<file path="src/rtl/lsu_subword.sv">
// ============================================================================
// Module   : lsu_subword
// Purpose  : Load/store unit adding byte/halfword access over a word memory
//            (read-modify-write for sub-word stores). Optional statistics
//            counters are enabled with the LSU_STATS_EN macro.
// Revision : 1.0 - initial release
// ============================================================================
`default_nettype none

module lsu_subword #(
  parameter int STAT_W = 16
) (
  input  logic              clk,
  input  logic              rst,
  input  logic              req_valid,
  output logic              req_ready,
  input  logic              req_we,
  input  logic [1:0]        req_size,
  input  logic              req_unsigned,
  input  logic [31:0]       req_addr,
  input  logic [31:0]       req_wdata,
  output logic              resp_valid,
  output logic              resp_err,
  output logic [31:0]       resp_rdata,
  output logic [31:0]       mem_addr,
  output logic              mem_we,
  output logic [31:0]       mem_wdata,
  input  logic [31:0]       mem_rdata,
  output logic [STAT_W-1:0] stat_loads,
  output logic [STAT_W-1:0] stat_stores,
  output logic [STAT_W-1:0] stat_errs
);

  typedef enum logic [2:0] {
    IDLE = 3'd0,
    LD   = 3'd1,
    RD   = 3'd2,
    WR   = 3'd3,
    RESP = 3'd4
  } state_t;

  state_t      state_q, state_d;
  logic [1:0]  size_q, size_d;
  logic        uns_q, uns_d;
  logic [1:0]  addr_lo_q, addr_lo_d;
  logic [15:0] wdata_q, wdata_d;
  logic        resp_valid_q, resp_valid_d;
  logic        resp_err_q, resp_err_d;
  logic [31:0] resp_rdata_q, resp_rdata_d;
  logic [31:0] mem_addr_q, mem_addr_d;
  logic [31:0] mem_wdata_q, mem_wdata_d;

  logic        req_err;
  logic [4:0]  lane_sh;
  logic [31:0] shifted;
  logic [31:0] ld_ext;
  logic [31:0] merged;

  always_comb begin
    req_err = (req_size == 2'b11)
            | ((req_size == 2'b01) & req_addr[0])
            | ((req_size == 2'b10) & (req_addr[1:0] != 2'b00));
  end

  // Lane selection shared by load extraction and store merging.
  always_comb begin
    lane_sh = {addr_lo_q, 3'b000};
    shifted = mem_rdata >> lane_sh;
    case (size_q)
      2'b00:   ld_ext = {{24{~uns_q & shifted[7]}}, shifted[7:0]};
      2'b01:   ld_ext = {{16{~uns_q & shifted[15]}}, shifted[15:0]};
      default: ld_ext = mem_rdata;
    endcase
    if (size_q == 2'b00) begin
      merged = (mem_rdata & ~(32'h0000_00FF << lane_sh))
             | ({24'd0, wdata_q[7:0]} << lane_sh);
    end else begin
      merged = (mem_rdata & ~(32'h0000_FFFF << lane_sh))
             | ({16'd0, wdata_q} << lane_sh);
    end
  end

  always_comb begin
    state_d      = state_q;
    size_d       = size_q;
    uns_d        = uns_q;
    addr_lo_d    = addr_lo_q;
    wdata_d      = wdata_q;
    resp_valid_d = 1'b0;
    resp_err_d   = resp_err_q;
    resp_rdata_d = resp_rdata_q;
    mem_addr_d   = mem_addr_q;
    mem_wdata_d  = mem_wdata_q;
    case (state_q)
      IDLE: begin
        if (req_valid) begin
          size_d       = req_size;
          uns_d        = req_unsigned;
          addr_lo_d    = req_addr[1:0];
          wdata_d      = req_wdata[15:0];
          resp_err_d   = req_err;
          resp_rdata_d = 32'd0;
          if (req_err) begin
            state_d      = RESP;
            resp_valid_d = 1'b1;
          end else begin
            mem_addr_d = {req_addr[31:2], 2'b00};
            if (!req_we) begin
              state_d = LD;
            end else if (req_size == 2'b10) begin
              state_d     = WR;
              mem_wdata_d = req_wdata;
            end else begin
              state_d = RD;
            end
          end
        end
      end
      LD: begin
        resp_rdata_d = ld_ext;
        mem_addr_d   = 32'd0;
        resp_valid_d = 1'b1;
        state_d      = RESP;
      end
      // The merged word doubles as the read-modify-write buffer.
      RD: begin
        mem_wdata_d = merged;
        state_d     = WR;
      end
      WR: begin
        mem_addr_d   = 32'd0;
        mem_wdata_d  = 32'd0;
        resp_valid_d = 1'b1;
        state_d      = RESP;
      end
      RESP: begin
        resp_err_d   = 1'b0;
        resp_rdata_d = 32'd0;
        state_d      = IDLE;
      end
      default: begin
        mem_addr_d  = 32'd0;
        mem_wdata_d = 32'd0;
        state_d     = IDLE;
      end
    endcase
  end

  always_ff @(posedge clk) begin
    if (rst) begin
      state_q      <= IDLE;
      size_q       <= 2'b00;
      uns_q        <= 1'b0;
      addr_lo_q    <= 2'b00;
      wdata_q      <= 16'd0;
      resp_valid_q <= 1'b0;
      resp_err_q   <= 1'b0;
      resp_rdata_q <= 32'd0;
      mem_addr_q   <= 32'd0;
      mem_wdata_q  <= 32'd0;
    end else begin
      state_q      <= state_d;
      size_q       <= size_d;
      uns_q        <= uns_d;
      addr_lo_q    <= addr_lo_d;
      wdata_q      <= wdata_d;
      resp_valid_q <= resp_valid_d;
      resp_err_q   <= resp_err_d;
      resp_rdata_q <= resp_rdata_d;
      mem_addr_q   <= mem_addr_d;
      mem_wdata_q  <= mem_wdata_d;
    end
  end

  assign req_ready  = (state_q == IDLE);
  assign resp_valid = resp_valid_q;
  assign resp_err   = resp_err_q;
  assign resp_rdata = resp_rdata_q;
  assign mem_addr   = mem_addr_q;
  assign mem_wdata  = mem_wdata_q;
  assign mem_we     = (state_q == WR) & ~rst;

`ifdef LSU_STATS_EN
  logic              we_q, we_d;
  logic [STAT_W-1:0] loads_q, loads_d;
  logic [STAT_W-1:0] stores_q, stores_d;
  logic [STAT_W-1:0] errs_q, errs_d;

  always_comb begin
    we_d     = (state_q == IDLE && req_valid) ? req_we : we_q;
    loads_d  = loads_q;
    stores_d = stores_q;
    errs_d   = errs_q;
    if (state_q == RESP) begin
      if (resp_err_q) begin
        if (errs_q != {STAT_W{1'b1}}) errs_d = errs_q + 1'b1;
      end else if (we_q) begin
        if (stores_q != {STAT_W{1'b1}}) stores_d = stores_q + 1'b1;
      end else begin
        if (loads_q != {STAT_W{1'b1}}) loads_d = loads_q + 1'b1;
      end
    end
  end

  always_ff @(posedge clk) begin
    if (rst) begin
      we_q     <= 1'b0;
      loads_q  <= '0;
      stores_q <= '0;
      errs_q   <= '0;
    end else begin
      we_q     <= we_d;
      loads_q  <= loads_d;
      stores_q <= stores_d;
      errs_q   <= errs_d;
    end
  end

  assign stat_loads  = loads_q;
  assign stat_stores = stores_q;
  assign stat_errs   = errs_q;
`else
  assign stat_loads  = '0;
  assign stat_stores = '0;
  assign stat_errs   = '0;
`endif

endmodule

`default_nettype wire

</file>
<file path="config.mk">
export PLATFORM = sky130hd
export DESIGN_NAME = lsu_subword
export DESIGN_NICKNAME = d
export VERILOG_FILES = /design/src/rtl/lsu_subword.sv
export SDC_FILE = /design/constraint.sdc
export NUM_CORES = 1
export LEC_CHECK = 0
export ABC_AREA = 1
export CORE_AREA = 5 5 130 120
export CTS_BUF_LIST = sky130_fd_sc_hd__clkbuf_16
export CTS_CLUSTER_SIZE = 16
export DETAILED_ROUTE_END_ITERATION = 6
export DIE_AREA = 0 0 135 125
export DONT_BUFFER_PORTS = 1
export PLACE_DENSITY = 0.73
export SYNTH_ARGS = -nofsm -noshare
export SYNTH_HDL_FRONTEND = slang
export SYNTH_SLANG_ARGS = --single-unit
</file>
<file path="constraint.sdc">
create_clock -name clk -period 1.8 [get_ports clk]
set_input_delay 0.27 -clock clk [delete_from_list [all_inputs] [get_ports clk]]
set_output_delay 0.27 -clock clk [all_outputs]
set_load 0.01 [all_outputs]
</file>
Word level (Yosys, flattened, before mapping). Cells that the tools add are included.

Bits in registers: 122. Bits of input ports: 103. Output and inout bits: 148. Word-level logic and storage cells: 79.

Eq/ne operators: 12. Shift operators: 5. Multiplexer cells: 22. Bitwise gates (word level): 17. Reductions and logical operators: 13.

Operator list (number): $mux W32 (8); $pmux W32 S3 (2); $pmux W32 S2 (2); $and A32 B32 Y32 (2); $not A32 Y32 (2); $or A32 B32 Y32 (2); $shl A16 B5 Y32 (1); $shl A16 B5 Y32 const A (1); $shl A8 B5 Y32 (1); $shl A8 B5 Y32 const A (1); $shr A32 B5 Y16 (1); $pmux W3 S3 (1); $eq A3 B2 Y1 const B (2); $mux W3 (2); $reduce_and A2 Y1 (3); $reduce_or A2 Y1 (3); $and A1 B1 Y1 (5); $reduce_and A5 Y1 (1); $eq A2 B1 Y1 const B (2); $eq A2 B2 Y1 const B (2); $mux W1 (4); $ne A2 B1 Y1 const B (2); $ne A2 B2 Y1 const B (2); $not A1 Y1 (4); other kinds (10) (13).

Depth between registers and ports, before layout.
Depth after elaboration: 7. Mapped depth: 13. Gate-level depth less buffers: 11.

Least setup slack after synthesis. OpenSTA, ideal clock, no wires.

Path type: flip-flop to flip-flop. Start: register addr_lo_q[1]. End: register mem_wdata_q[16], in the netlist mem_wdata[16]. Library setup time: 70 ps. Arrival: 1658 ps. Data required time: 1730 ps. Slack: 72 ps. Stages on the path, launching flop included: 13. Buffers on the path: 1. Clock period less this slack: 1728 ps. Cells stage by stage: dfxtp_1 > clkinv_1 > clkbuf_1 > ha_1 > inv_1 > nand2_1 > nand2_1 > nand2_1 > nand2_1 > nand2_1 > nand2_1 > nand2_1 > a21oi_1.

Longest elaborated chain between the ends: 6. Elaborated cells on any way between the ends: 12. Those cells by class: shift (4); mux (2); bitwise (6).

Ends and longest elaborated chain: start: declaration (RTL line 45) `logic [1:0] addr_lo_q, addr_lo_d;`; start signal: assignment (RTL line 165) `addr_lo_q <= addr_lo_d;`; $shl A16 B5 Y32 / $shl A8 B5 Y32 (equally long branches) (RTL line 78, 75); $not A32 Y32 (on tied branches) (RTL line 78, 75); $and A32 B32 Y32 (on tied branches) (RTL line 78, 75); $or A32 B32 Y32 (on tied branches) (RTL line 79, 76); $mux W32 * (RTL line 74) `if (size_q == 2'b00) begin`; $pmux W32 S3 * (RTL line 94) `case (state_q)`; end signal: assignment (RTL line 171) `mem_wdata_q <= mem_wdata_d;`; end: declaration (RTL line 51) `logic [31:0] mem_wdata_q, mem_wdata_d;`.

Mark *: on every way between the ends. The rest lies on a longest branch, timed or not. A chain may end at the register's enable or synchronous reset.

Worst setup path in the final report.
Start: register state_q[0]. End: output port req_ready.

Longest elaborated chain between the ends: 1.

Ends and longest elaborated chain: start: declaration (RTL line 42) `state_t state_q, state_d;`; start signal: assignment (RTL line 162) `state_q <= state_d;`; $logic_not A3 Y1 (RTL line 175) `assign req_ready = (state_q == IDLE);`; end: declaration (RTL line 16) `output logic req_ready,`.

No other way between the ends.

==> results by group <==
Timing
  – Clk_skew: 0.00697 ns
  – Fin crit share: 93.4%
  – Worst slew pin tran: 0.619 ns
  – Fmax: between 500 and 600 MHz
  – Hold Vio Cnt, Final: 84
  – Total Neg Setup Slack: 0 ns
  – # setup viols final: 0
  – Slew headroom: 58.7%
  – Slew Viols, Final: 0
  – RSZ-0062 raised after global routing: false
  – Period minus WS final: 1.68 ns
  – Fin Hold WS: -0.0906 ns

Yosys
  – Mapped Cells: 1124
  – Synth Cell Area: 0.00689 mm2
  – #FFs+latches synth: 120
  – Post-synth cell types: 24
  – Syn Area/Cell: 6.13 um2
  – Seq/Total Area, Yosys: 34.9%
  – Synth warn: 0

CTS
  – Clk sinks: 120
  – H-tree Lvls: 4
  – CTS buffer count: 17
  – Clk_lat worst skew: 0.43 ns
  – CTS tree: done
  – Clock Path Buffers: 2
  – Reg clk slew, reported paths: roughly 0.060 ns
  – Hold_buf cts: 3
  – Root Buffer: clkbuf_16

Floorplanning
  – CORE AREA: 0.0142 mm2
  – Die area: 0.0169 mm2
  – Top Ports: 251
  – Die Wd: 135 um
  – Starting Density: 48.4%
  – Die height: ~130 um
  – Site Rows: 42

Routing
  – DRT Wirelength: 22.0 mm
  – Total iterations of the first detailed-routing run: 6
  – # DRC: 0
  – Vias/cell: 5.27
  – Via Count: approximately 6900
  – Drt initial violations: about 650
  – Routed Antenna Nets: 0
  – Routed wire length per instance: 16.8 um

Global routing
  – Number of global-route vias before repair: about 6300
  – GRT overflow: 0
  – GRT Resource Usage Total: 25.6%
  – Largest net degree at the start of global routing: 100
  – First-pass GRT wire length: 34.3 mm
  – Antenna violations before repair: 1

Layout
  – Syn-to-layout area delta: 9.65%
  – Final Instance Area: 0.00755 mm2
  – Final std cells w/o fill: 1313
  – Most frequent cells in the layout: 420 x nand2_1, 155 x a21oi_1, 127 x nor2_1, 119 x dfxtp_1, 63 x nand3_1
  – Share of post-route cells with drive strength above 1: 7.01%
  – Layout Nets: 1207
  – Most common cell after layout, fill and taps aside: nand2_1

Critical path
  – Setup crit start kind: flip-flop
  – Worst-path maximum fanout: 64
  – Critical-path top delay cell: dfxtp_1
  – Delay-heaviest family, CP: buffers and inverters
  – CP Cell Sequence: nor2_2 > nand2_2 > inv_2 > buf_12
  – Slowest cell delay on critical path: between 0.3 and 0.4 ns
  – CP arrival: roughly 1.4 ns
  – CP Capture Type: output pin
  – Critical path required time: 1.53 ns
  – Setup Crit Path Kind: reg -> out
  – Worst path bufs/invs: 2

Run
  – Max-Cap Viols: 0

Run status
  – Status: finished, violations left
  – Failing checks: hold timing

Placed design
  – Hpwl dp: 16.0 mm
  – Placer Congestion: 0.942
  – # placed instances: 1276
  – Placed instance area: between 0.006 and 0.007 mm2
  – Port-buffer cells: 0

Power and ir drop
  – Leak: roughly 3.3 nW
  – Power Total: 8.31 mW
  – Worst ir drop on vdd: 0.657 mV
  – PwrDens: 1100 mW/mm2

Hold path
  – HP Class: in -> reg
[worst register-to-register path, delay by kind of cell, from the launching register on]
family	cells	cell delay (ns)
compound gates	1	0.11
buf+inv	3	0.55
flops	1	0.33
simple gates	6	0.52
[logic make-up (layout without fill, tap and decap cells)]
group / count (synthesis) / in the layout / synth area share (%)
AND/OR/NAND/NOR: 624 / 624 / 35.9
adder cells (fa/ha/maj): 4 / 4 / 0.727
buffers and inverters: 169 / 109 / 13.4
other: 1 / 52 / 0.0544
flip-flops: 120 / 120 / 34.9
AO/OA/AOI/OAI: 206 / 206 / 15.0
[metrics by stage]
stage	util (%)	setup slack, ns	hold slack (ns)
3_5_place_dp	48.2	0.170	0.352
3_3_place_gp	48.2	0.204	0.349
2_1_floorplan	-	0.0718	0.413
6_report	53.0	0.118	-0.0906
4_1_cts	52.9	0.0772	-0.106
5_1_grt	53.0	0.0272	-0.108
[metal layers]
| layer | GRT usage [%] | up-vias | share of wire (%) |
|---|---|---|---|
| met5 | 0 | - | 0 |
| met4 | 11.4 | 0 | 3.8 |
| met3 | 10.1 | 63 | 12 |
| met2 | 39.4 | 360 | 45 |
| met1 | 31.8 | 3069 | 39 |
| li1 | - | 3424 | - |
[cell usage after synthesis]
cell type  instances  share of area (%)
a21oi_1          155                 11
buf_1              3               0.16
buf_2             28                2.0
buf_4             56                6.1
buf_6              6               0.98
clkbuf_1          24                1.3
clkinv_1           1              0.054
conb_1             1              0.054
dfxtp_1          120                 35
ha_1               4               0.73
inv_1             45                2.5
inv_2              6               0.33
nand2_1          420                 23
nand2_2            6               0.55
nand2_4            1               0.16
nand3_1           63                4.6
nand3_2            1               0.15
nor2_1           127                6.9
nor2_2             3               0.27
nor2_4             2               0.33
nor3_1             1              0.073
o211ai_1           1               0.11
o21ai_0           48                3.5
o21ai_1            2               0.15
[path summary, 6_finish.rpt]
kind                             startpoint                         end  slack, ns  depth (start not counted)
setup / recovery    state_q[0]$_SDFFE_PP0P_                   req_ready       0.12                          4
hold / removal                          rst    mem_addr[3]$_SDFFE_PP0P_      -0.09                          1
setup reg to reg  addr_lo_q[1]$_SDFFE_PP0P_  mem_wdata[24]$_SDFFE_PP0P_       0.22                         10
hold reg to reg    wdata_q[15]$_SDFFE_PP0P_    wdata_q[15]$_SDFFE_PP0P_       0.48                          2
[cell type report]
type | instances | area, um2
Fill cell | 1490 | 6690
Clock inverter | 15 | 215
Sequential cell | 120 | 2400
Antenna cell | 2 | 5.00
Tap cell | 198 | 248
Multi-Input combinational cell | 884 | 3750
Timing Repair Buffer | 25 | 308
Clock buffer | 17 | 425
Inverter | 52 | 198
[sequential cells by signal, indices dropped and copies added (netlist names)]
register,count
mem_wdata,32
mem_addr,30
uns_q,1
state_q,3
resp_valid,1
size_q,2
resp_rdata,32
wdata_q,16
addr_lo_q,2
resp_err,1
[where the power goes]
part	switching (mW)	leakage (nW)	internal, mW
Combinational	1.04	2.01	0.511
Sequential	0.192	0.978	2.83
Clock	1.38	0.309	2.35
Total	2.62	3.30	5.69
[repair_timing]
action | CTS | global route
endpoints found under the hold margin | 100 | 97
buffers inserted | 0 | 0
endpoints found under the setup margin | 0 | 9
gates resized for setup | 0 | 6
(Power assumes the default switching activity.)
